File: src/rtl/d_mem_arb_pkg.sv
// Shared constants for the d_mem arbiter: FSM encoding, port indices and default memory depth.
package d_mem_arb_pkg;

    localparam logic [1:0] ST_IDLE  = 2'b00;
    localparam logic [1:0] ST_ISSUE = 2'b01;
    localparam logic [1:0] ST_ACK   = 2'b10;

    localparam logic [0:0] PORT_CPU = 1'b0;
    localparam logic [0:0] PORT_DMA = 1'b1;

    localparam int unsigned D_MEM_RAM_SIZE_DEFAULT = 256;

endpackage

File: src/rtl/d_mem_arbiter_rr_arb2.sv
// Combinational two-way round-robin pick; the port not granted last wins a tie.
module rr_arb2
    import d_mem_arb_pkg::*;
(
    input  logic Req0,
    input  logic Req1,
    input  logic LastGnt,
    output logic Gnt0,
    output logic Gnt1
);

    // Grant selection: a lone requester always wins, contention goes to the other port.
    always_comb begin
        Gnt0 = 1'b0;
        Gnt1 = 1'b0;
        if (Req0 && Req1) begin
            Gnt0 = (LastGnt == PORT_DMA[0]);
            Gnt1 = (LastGnt == PORT_CPU[0]);
        end else begin
            Gnt0 = Req0;
            Gnt1 = Req1;
        end
    end

endmodule

File: src/rtl/d_mem_arbiter.sv
// Two-port arbiter in front of a single d_mem: IDLE -> ISSUE -> ACK, one transaction per 3 cycles.
// Optional macro D_MEM_ARB_BOUNDS_CHECK_EN enables the out-of-range check on the granted address.
module d_mem_arbiter
    import d_mem_arb_pkg::*;
#(
    parameter int unsigned RAM_SIZE  = D_MEM_RAM_SIZE_DEFAULT,
    parameter int unsigned NUM_PORTS = 2
) (
    input  logic        Clock,
    input  logic        Reset_n,
    input  logic        Req0,
    input  logic        Req1,
    input  logic        We0,
    input  logic        We1,
    input  logic [31:0] Addr0,
    input  logic [31:0] Addr1,
    input  logic [31:0] WData0,
    input  logic [31:0] WData1,
    output logic        Ack0,
    output logic        Ack1,
    output logic [31:0] RData0,
    output logic [31:0] RData1,
    output logic        Err0,
    output logic        Err1,
    output logic [31:0] Address,
    output logic [31:0] WriteData,
    output logic        MemRead,
    output logic        MemWrite,
    input  logic [31:0] ReadData
);

    localparam int unsigned PORT_W = $clog2(NUM_PORTS);

`ifdef D_MEM_ARB_BOUNDS_CHECK_EN
    localparam logic BOUNDS_EN = 1'b1;
`else
    localparam logic BOUNDS_EN = 1'b0;
`endif

    logic [1:0]        state_q,     state_d;
    logic [PORT_W-1:0] gnt_q,       gnt_d;
    logic [PORT_W-1:0] last_gnt_q,  last_gnt_d;
    logic              we_q,        we_d;
    logic              oor_q,       oor_d;
    logic [31:0]       addr_q,      addr_d;
    logic [31:0]       wdata_q,     wdata_d;
    logic              mem_read_q,  mem_read_d;
    logic              mem_write_q, mem_write_d;
    logic              ack0_q,      ack0_d;
    logic              ack1_q,      ack1_d;
    logic              err0_q,      err0_d;
    logic              err1_q,      err1_d;
    logic [31:0]       rdata0_q,    rdata0_d;
    logic [31:0]       rdata1_q,    rdata1_d;

    logic              gnt0_s;
    logic              gnt1_s;
    logic [31:0]       sel_addr_s;
    logic [31:0]       rd_val_s;

    rr_arb2 u_rr_arb2 (
        .Req0    (Req0),
        .Req1    (Req1),
        .LastGnt (last_gnt_q[0]),
        .Gnt0    (gnt0_s),
        .Gnt1    (gnt1_s)
    );

    // Next-state and datapath: requests are only looked at in IDLE.
    always_comb begin
        state_d     = state_q;
        gnt_d       = gnt_q;
        last_gnt_d  = last_gnt_q;
        we_d        = we_q;
        oor_d       = oor_q;
        addr_d      = addr_q;
        wdata_d     = wdata_q;
        rdata0_d    = rdata0_q;
        rdata1_d    = rdata1_q;
        mem_read_d  = 1'b0;
        mem_write_d = 1'b0;
        ack0_d      = 1'b0;
        ack1_d      = 1'b0;
        err0_d      = 1'b0;
        err1_d      = 1'b0;
        sel_addr_s  = gnt1_s ? Addr1 : Addr0;
        rd_val_s    = (we_q || oor_q) ? 32'h0000_0000 : ReadData;
        case (state_q)
            ST_IDLE: begin
                if (gnt0_s || gnt1_s) begin
                    state_d     = ST_ISSUE;
                    gnt_d       = gnt1_s ? PORT_DMA : PORT_CPU;
                    last_gnt_d  = gnt_d;
                    we_d        = gnt1_s ? We1 : We0;
                    addr_d      = sel_addr_s;
                    wdata_d     = gnt1_s ? WData1 : WData0;
                    oor_d       = BOUNDS_EN && (sel_addr_s >= 32'(RAM_SIZE));
                    mem_write_d = we_d && !oor_d;
                    mem_read_d  = !we_d && !oor_d;
                end else begin
                    state_d = ST_IDLE;
                end
            end
            ST_ISSUE: begin
                state_d = ST_ACK;
                if (gnt_q == PORT_DMA) begin
                    ack1_d   = 1'b1;
                    err1_d   = oor_q;
                    rdata1_d = rd_val_s;
                end else begin
                    ack0_d   = 1'b1;
                    err0_d   = oor_q;
                    rdata0_d = rd_val_s;
                end
            end
            ST_ACK: begin
                state_d = ST_IDLE;
            end
            default: begin
                state_d = ST_IDLE;
            end
        endcase
    end

    // State registers; LastGnt resets to port 1 so port 0 wins the first contention.
    always_ff @(posedge Clock or negedge Reset_n) begin
        if (!Reset_n) begin
            state_q     <= ST_IDLE;
            gnt_q       <= PORT_CPU;
            last_gnt_q  <= PORT_DMA;
            we_q        <= 1'b0;
            oor_q       <= 1'b0;
            addr_q      <= 32'h0000_0000;
            wdata_q     <= 32'h0000_0000;
            mem_read_q  <= 1'b0;
            mem_write_q <= 1'b0;
            ack0_q      <= 1'b0;
            ack1_q      <= 1'b0;
            err0_q      <= 1'b0;
            err1_q      <= 1'b0;
            rdata0_q    <= 32'h0000_0000;
            rdata1_q    <= 32'h0000_0000;
        end else begin
            state_q     <= state_d;
            gnt_q       <= gnt_d;
            last_gnt_q  <= last_gnt_d;
            we_q        <= we_d;
            oor_q       <= oor_d;
            addr_q      <= addr_d;
            wdata_q     <= wdata_d;
            mem_read_q  <= mem_read_d;
            mem_write_q <= mem_write_d;
            ack0_q      <= ack0_d;
            ack1_q      <= ack1_d;
            err0_q      <= err0_d;
            err1_q      <= err1_d;
            rdata0_q    <= rdata0_d;
            rdata1_q    <= rdata1_d;
        end
    end

    assign Address   = addr_q;
    assign WriteData = wdata_q;
    assign MemRead   = mem_read_q;
    assign MemWrite  = mem_write_q;
    assign Ack0      = ack0_q;
    assign Ack1      = ack1_q;
    assign Err0      = err0_q;
    assign Err1      = err1_q;
    assign RData0    = rdata0_q;
    assign RData1    = rdata1_q;

endmodule

File: config.mk
export PLATFORM = sky130hd
export DESIGN_NAME = d_mem_arbiter
export DESIGN_NICKNAME = d
export VERILOG_FILES = /design/src/rtl/d_mem_arb_pkg.sv /design/src/rtl/d_mem_arbiter_rr_arb2.sv /design/src/rtl/d_mem_arbiter.sv
export SDC_FILE = /design/constraint.sdc
export NUM_CORES = 1
export LEC_CHECK = 0
export ABC_AREA = 0
export ABC_CLOCK_PERIOD_IN_PS = 3950
export CAP_MARGIN = 5
export CORE_ASPECT_RATIO = 0.7
export CORE_MARGIN = 5
export CORE_UTILIZATION = 30
export CTS_BUF_LIST = sky130_fd_sc_hd__clkbuf_8
export DETAILED_ROUTE_END_ITERATION = 10
export GPL_TIMING_DRIVEN = 0
export SLEW_MARGIN = 0
export SYNTH_ARGS = -nofsm -noshare
export SYNTH_HDL_FRONTEND = slang
export SYNTH_SLANG_ARGS = --single-unit
File: constraint.sdc
create_clock -name Clock -period 3.95 [get_ports Clock]
set_input_delay 0.395 -clock Clock [delete_from_list [all_inputs] [get_ports Clock]]
set_output_delay 0.395 -clock Clock [all_outputs]
set_load 0.05 [all_outputs]
==> run summary <==
dpl cell area - 9213 sq um
port bufs - 297
Routed WL - 21,800 um
Vias per Instance - 4.668
Comb pwr share - 61.3%
gpl congestion - 0.7969
Sw Pwr - 0.004873 W
Net count, final - 1,112
unrepaired setup endpoints after global routing - false
total number of vias - 5,709
ys flop type - dfrtp_1
post-layout min period - 2.052 ns
Post-synth ARST share - 100.0%
EDFF count, synth - 0
Max-slew headroom - 61.29%
met2 GRT Util - 27.63%
met3 usage in global routing - 8.417%
DR DRC count - 0
kind of end point of the critical path - output port
largest net degree at the start of global routing - 84
GRT overflow - 0
Clk pwr share - 12.4%
final setup vio count - 0
Buf+Inv Stages, Crit Path - 1
delay-heaviest family, CP - buffers and inverters
Num CTS Buffers - 17
die height - 127.1 um
cell area power density - 980.5 nW/um^2
Tcrit/Tclk final - 51.95%
setup ws final - 1.898 ns
Starting Density - 30.81%
sequential power share - 26.2%
hpwl dp - 16,380 um
vias in the first global route - 5,831
CTS clk-pin slew, worst paths - 0.08 ns
top cells by area, synth - dfrtp_1 (58%), nand2_1 (12%), a31oi_1 (6.9%), a21oi_1 (5.7%), nand2b_1 (3.4%)
Total GRT Usage - 18.85%
WL/cell - 17.83 um
Max-Cap Viols - 0
skew final - 0.01943 ns
clk buf depth - 2
startpoint types - flip-flop
Cell Area, Synth - 5877 sq um
dpl ws - 1.858 ns
Setup TNS - 0 ns
Gate Count Post-Synth - 627
Starting DRT DRC Count - 300
Seq/Total Area, Yosys - 58.36%
Synthesis Warnings - 0
post-route cell area - 9617 sq um
Yosys top cell area share - 57.91%
Synth cell types - 28
Post-DRT Antenna Nets - 0
share of cells above drive strength 1 - 9.698%
worst skew pair latency - 0.44 ns
outcome - complete, no violations
Resized Gates After CTS - 0
Switching Fraction - 51.68%
initial antenna violation count - 0
CTS H-tree depth - 4
Worst Tran Pin Value - 0.5789 ns
Synth Register Bits - 137
Int Pwr - 0.004557 W
Critical Path, Cell by Cell - clkdlybuf4s50_1
width of the die - 177.3 um
Critical Path AT - 1.66 ns
f_max - 0.4873 GHz
Root Driver - clkbuf_8
CTS tree - done
critical path class - flip-flop to output port
syn_area_per_cell - 9.373 sq um
CP max FO - 2
Worst Path Required - 3.56 ns
largest stage delay on the critical path - 0.87 ns
Util after Layout - 50.41%
Final Hold Vio Count - 0
first-pass GRT wire length - 33,130 um
R2R depth - 5
GR peak layer - met2
WHS Path Cells - 2
Die ar. - 22,530 sq um
M1 GR Usage - 25.69%
I/O Pins - 300
Crit path depth - 1
slowest library cell on the worst path - clkdlybuf4s50_1
Setup Buffers After CTS - 0
clk sinks - 137
DR pass1 iterations - 4
HP Class - flip-flop to flip-flop
Row Count - 42
LEAKAGE - 4.020 nW
count of pins over their slew limit - 0
Core ar. - 19,080 sq um
# diodes - 0
Worst VDD drop - 0.4463 mV
area grow syn2layout - 63.64%
Yosys top cell by area - dfrtp_1
==> final timing paths <==
path,from,end,slack (ns)
min in group asynchronous,Reset_n,RData1[30]$_DFFE_PN0P_,0.49
max reg2reg,state_q[1]$_DFF_PN0_,Address[4]$_DFFE_PN0P_,2.26
min,RData1[7]$_DFFE_PN0P_,RData1[7]$_DFFE_PN0P_,0.48
max in group asynchronous,Reset_n,last_gnt_q$_DFFE_PN1P_,2.57
max,Address[14]$_DFFE_PN0P_,Address[14],1.90
min reg2reg,RData1[7]$_DFFE_PN0P_,RData1[7]$_DFFE_PN0P_,0.48
==> power groups by stage <==
stage	combinational, W	clock, W	sequential (W)
floorplan	0.00137	0	0.00479
global placement	0.00581	0	0.00249
detailed placement	0.00583	0	0.00250
CTS	0.00584	0.00120	0.00248
global route	0.00612	0.00128	0.00257
finish	0.00578	0.00117	0.00247
==> layout by cell type (no fill, tap or decap), types with 7 or more instances in the layout <==
cell and count:
clkdlybuf4s50_1 296, nand2_1 192, dfrtp_1 136, a21oi_1 67, a31oi_1 65, nand2b_1 32, o21ai_0 32, buf_2 28
clkbuf_8 18, o21ai_2 17, clkbuf_1 16, o21ai_1 15, buf_6 7
==> cells in the mapped netlist (2+ instances only) <==
| cell | instances |
|---|---|
| o21ai_1 | 15 |
| inv_1 | 2 |
| buf_6 | 6 |
| a31oi_1 | 65 |
| clkbuf_1 | 16 |
| o21ai_0 | 32 |
| buf_2 | 28 |
| dfrtp_1 | 136 |
| buf_4 | 4 |
| a21oi_1 | 67 |
| o21ai_2 | 17 |
| nand2_1 | 192 |
| nand2b_1 | 32 |
==> timing repair <==
action                                  in CTS  in global routing
hold endpoints to repair                    54                  0
endpoints found under the setup margin       0                  0
hold buffers                                 1                  0
==> routing by layer <==
| metal | up-vias | wire [um] |
|---|---|---|
| li1 | 2770 | - |
| met1 | 2700 | 10060 |
| met2 | 221 | 9229 |
| met3 | 18 | 2191 |
| met4 | 0 | 324 |
| met5 | - | 0 |
==> through the flow <==
step	cells	hold slack, ns	power (W)
6_report	1223	0.4792	0.009430
3_3_place_gp	1189	0.4596	0.008298
2_1_floorplan	628	0.09941	0.006164
3_5_place_dp	1190	0.4039	0.008332
5_1_grt	1223	0.4766	0.009960
4_1_cts	1223	0.4723	0.009523
==> kinds of logic after synthesis <==
group | count (synthesis) | share of synthesized area, %
buffers and inverters | 57 | 5.259
multiplexers | 1 | 0.1703
flip-flops | 137 | 58.36
other | 1 | 0.06381
AO/OA/AOI/OAI | 199 | 19.61
AND/OR/NAND/NOR | 232 | 16.54
==> sequential cells by signal (all words and copies together) (netlist names), 2 cells and up <==
register and count:
Address 32, RData0 32, RData1 32, WriteData 32, state_q 2
==> area by class of cell <==
type	instances	area (sq um)
buffer	54	297.8
clock buffer	18	247.7
clock inverter	14	146.4
fill	1869	9459
inverter	3	11.26
multi-input combinational	434	2142
sequential	137	3430
tap	264	330.3
timing repair buffer	299	3012
==> worst min-delay path: stages (launching register included) <==
cell and delay (ns):
dfrtp_1 0.35, nand2_1 0.04, o21ai_0 0.06
Note: power is estimated with default switching activity, not from simulation.
==> edit, RTL diff (config.mk and constraints unchanged) <==
The localparam `BOUNDS_EN` goes from 1'b0 to 1'b1.
--- a/src/rtl/d_mem_arbiter.sv
+++ b/src/rtl/d_mem_arbiter.sv
@@ -35,5 +35,5 @@
     localparam logic BOUNDS_EN = 1'b1;
 `else
-    localparam logic BOUNDS_EN = 1'b0;
+    localparam logic BOUNDS_EN = 1'b1;
 `endif
 
Function: changed (a bounded check fails within 4 cycles, from zero or initial values and one cycle with Reset_n low).
==> edit against the unedited design <==
- synthesized area down 0.62%
- worst hold slack worse by 0.020 ns
- clock power down 3%
- design area down 0.42%
- power down 28%
- sequential cell count up 3
- wire length up 3.1%
- clock skew up 0.0011 ns
- setup slack worse by 0.047 ns
- synthesized cell count up 2.6%
- largest power group unchanged
==> edit: results (changes against the unedited design) <==
- Status: completed (unchanged)
- Global-route usage over all layers: 19.8% (was 18.9%)
- CP endpoint: Address[29] (was Address[14])
- Crit path launch: Address[29] (was Address[14])
- Synth area leaders: dfrtp_1 (60%), nand2_1 (14%), a31oi_1 (6.7%), o21ai_0 (5.3%), nor2_1 (4.5%) (was dfrtp_1 (58%), nand2_1 (12%), a31oi_1 (6.9%), a21oi_1 (5.7%), nand2b_1 (3.4%))
- Count of cell types in the netlist: 29 (was 28)
- DR WL met2: 9700 µm (was 9230 µm)
- Worst clock skew: 0.0205 ns (was 0.0194 ns)
- Worst-path clk slew: 0.10 ns (was 0.08 ns)
- Power Internal: 3490 µW (was 4560 µW)
- Clock power share: 16.8% (was 12.4%)
- Crit path DAT: 1.70 ns (was 1.66 ns)
- Worst flop-to-flop path endpoint: RData0[4] (was Address[4])
- DRT Pass-1 Iters: 5 (was 4)
- Overall routed net length: 22500 µm (was 21800 µm)
- Peak per-stage delay on the critical path: 0.90 ns (was 0.87 ns)
- Placer congestion estimate: 0.889 (was 0.797)
- DR vias: 5863 (was 5709)
- Post-synthesis mux area share: 0.557% (was 0.170%)
- Final Net Count: 1129 (was 1112)
- Max VDD drop: 249 µV (was 446 µV)
- Synth top area share: 59.6% (was 57.9%)
- Post-DP HPWL: 17200 µm (was 16400 µm)
- Compound-Gate Fraction of Synth Area: 13.8% (was 19.6%)
- Leakage power: 0.00397 µW (was 0.00402 µW)
- Register area share after synthesis: 60.0% (was 58.4%)
- Met3 Resource Use GR: 7.17% (was 8.42%)
- Met2 Use GR: 29.2% (was 27.6%)
- First-pass GRT wire length: 34500 µm (was 33100 µm)
- Fin Hold WS: 0.459 ns (was 0.479 ns)
- Top cells by count, synth: nand2_1 (225), dfrtp_1 (139), nor2_1 (70), a31oi_1 (63), o21ai_0 (62) (was nand2_1 (192), dfrtp_1 (136), a21oi_1 (67), a31oi_1 (65))
edit: cell count changes after synthesis, moves of 4 or more:
cell      unedited run  this run
nor2_1               1        70
a21oi_1             67         2
nand2_1            192       225
nand2b_1            32         2
o21ai_0             32        62
o21ai_2             17         0
o21ai_1             15         2
nor4_1               0         9
clkbuf_1            16         8
buf_4                4        11
buf_6                6         2
edit: metrics by stage:
step           utilization (%)  instance area, µm²  setup WS (ns)  power [µW]  std cells
5_1_grt                   50.3                9580           1.80        7110       1240
6_report                  50.3                9580           1.85        6750       1240
4_1_cts                   50.3                9580           1.81        6820       1240
3_5_place_dp              48.3                9190           1.80        5680       1207
3_3_place_gp              48.2                9160          -3.57        5660       1206
2_1_floorplan                -                5840           2.64        4270        643
edit: final cells by class:
type                       count  area (µm²)  share of cell area [%]
tap                          264         330                    3.45
clock buffer                  18         248                    2.59
clock inverter                14         126                    1.32
inverter                       3        11.3                   0.118
timing repair buffer         301        3030                    31.7
sequential                   140        3500                    36.6
multi-input combinational    454        2060                    21.6
buffer                        46         260                    2.72
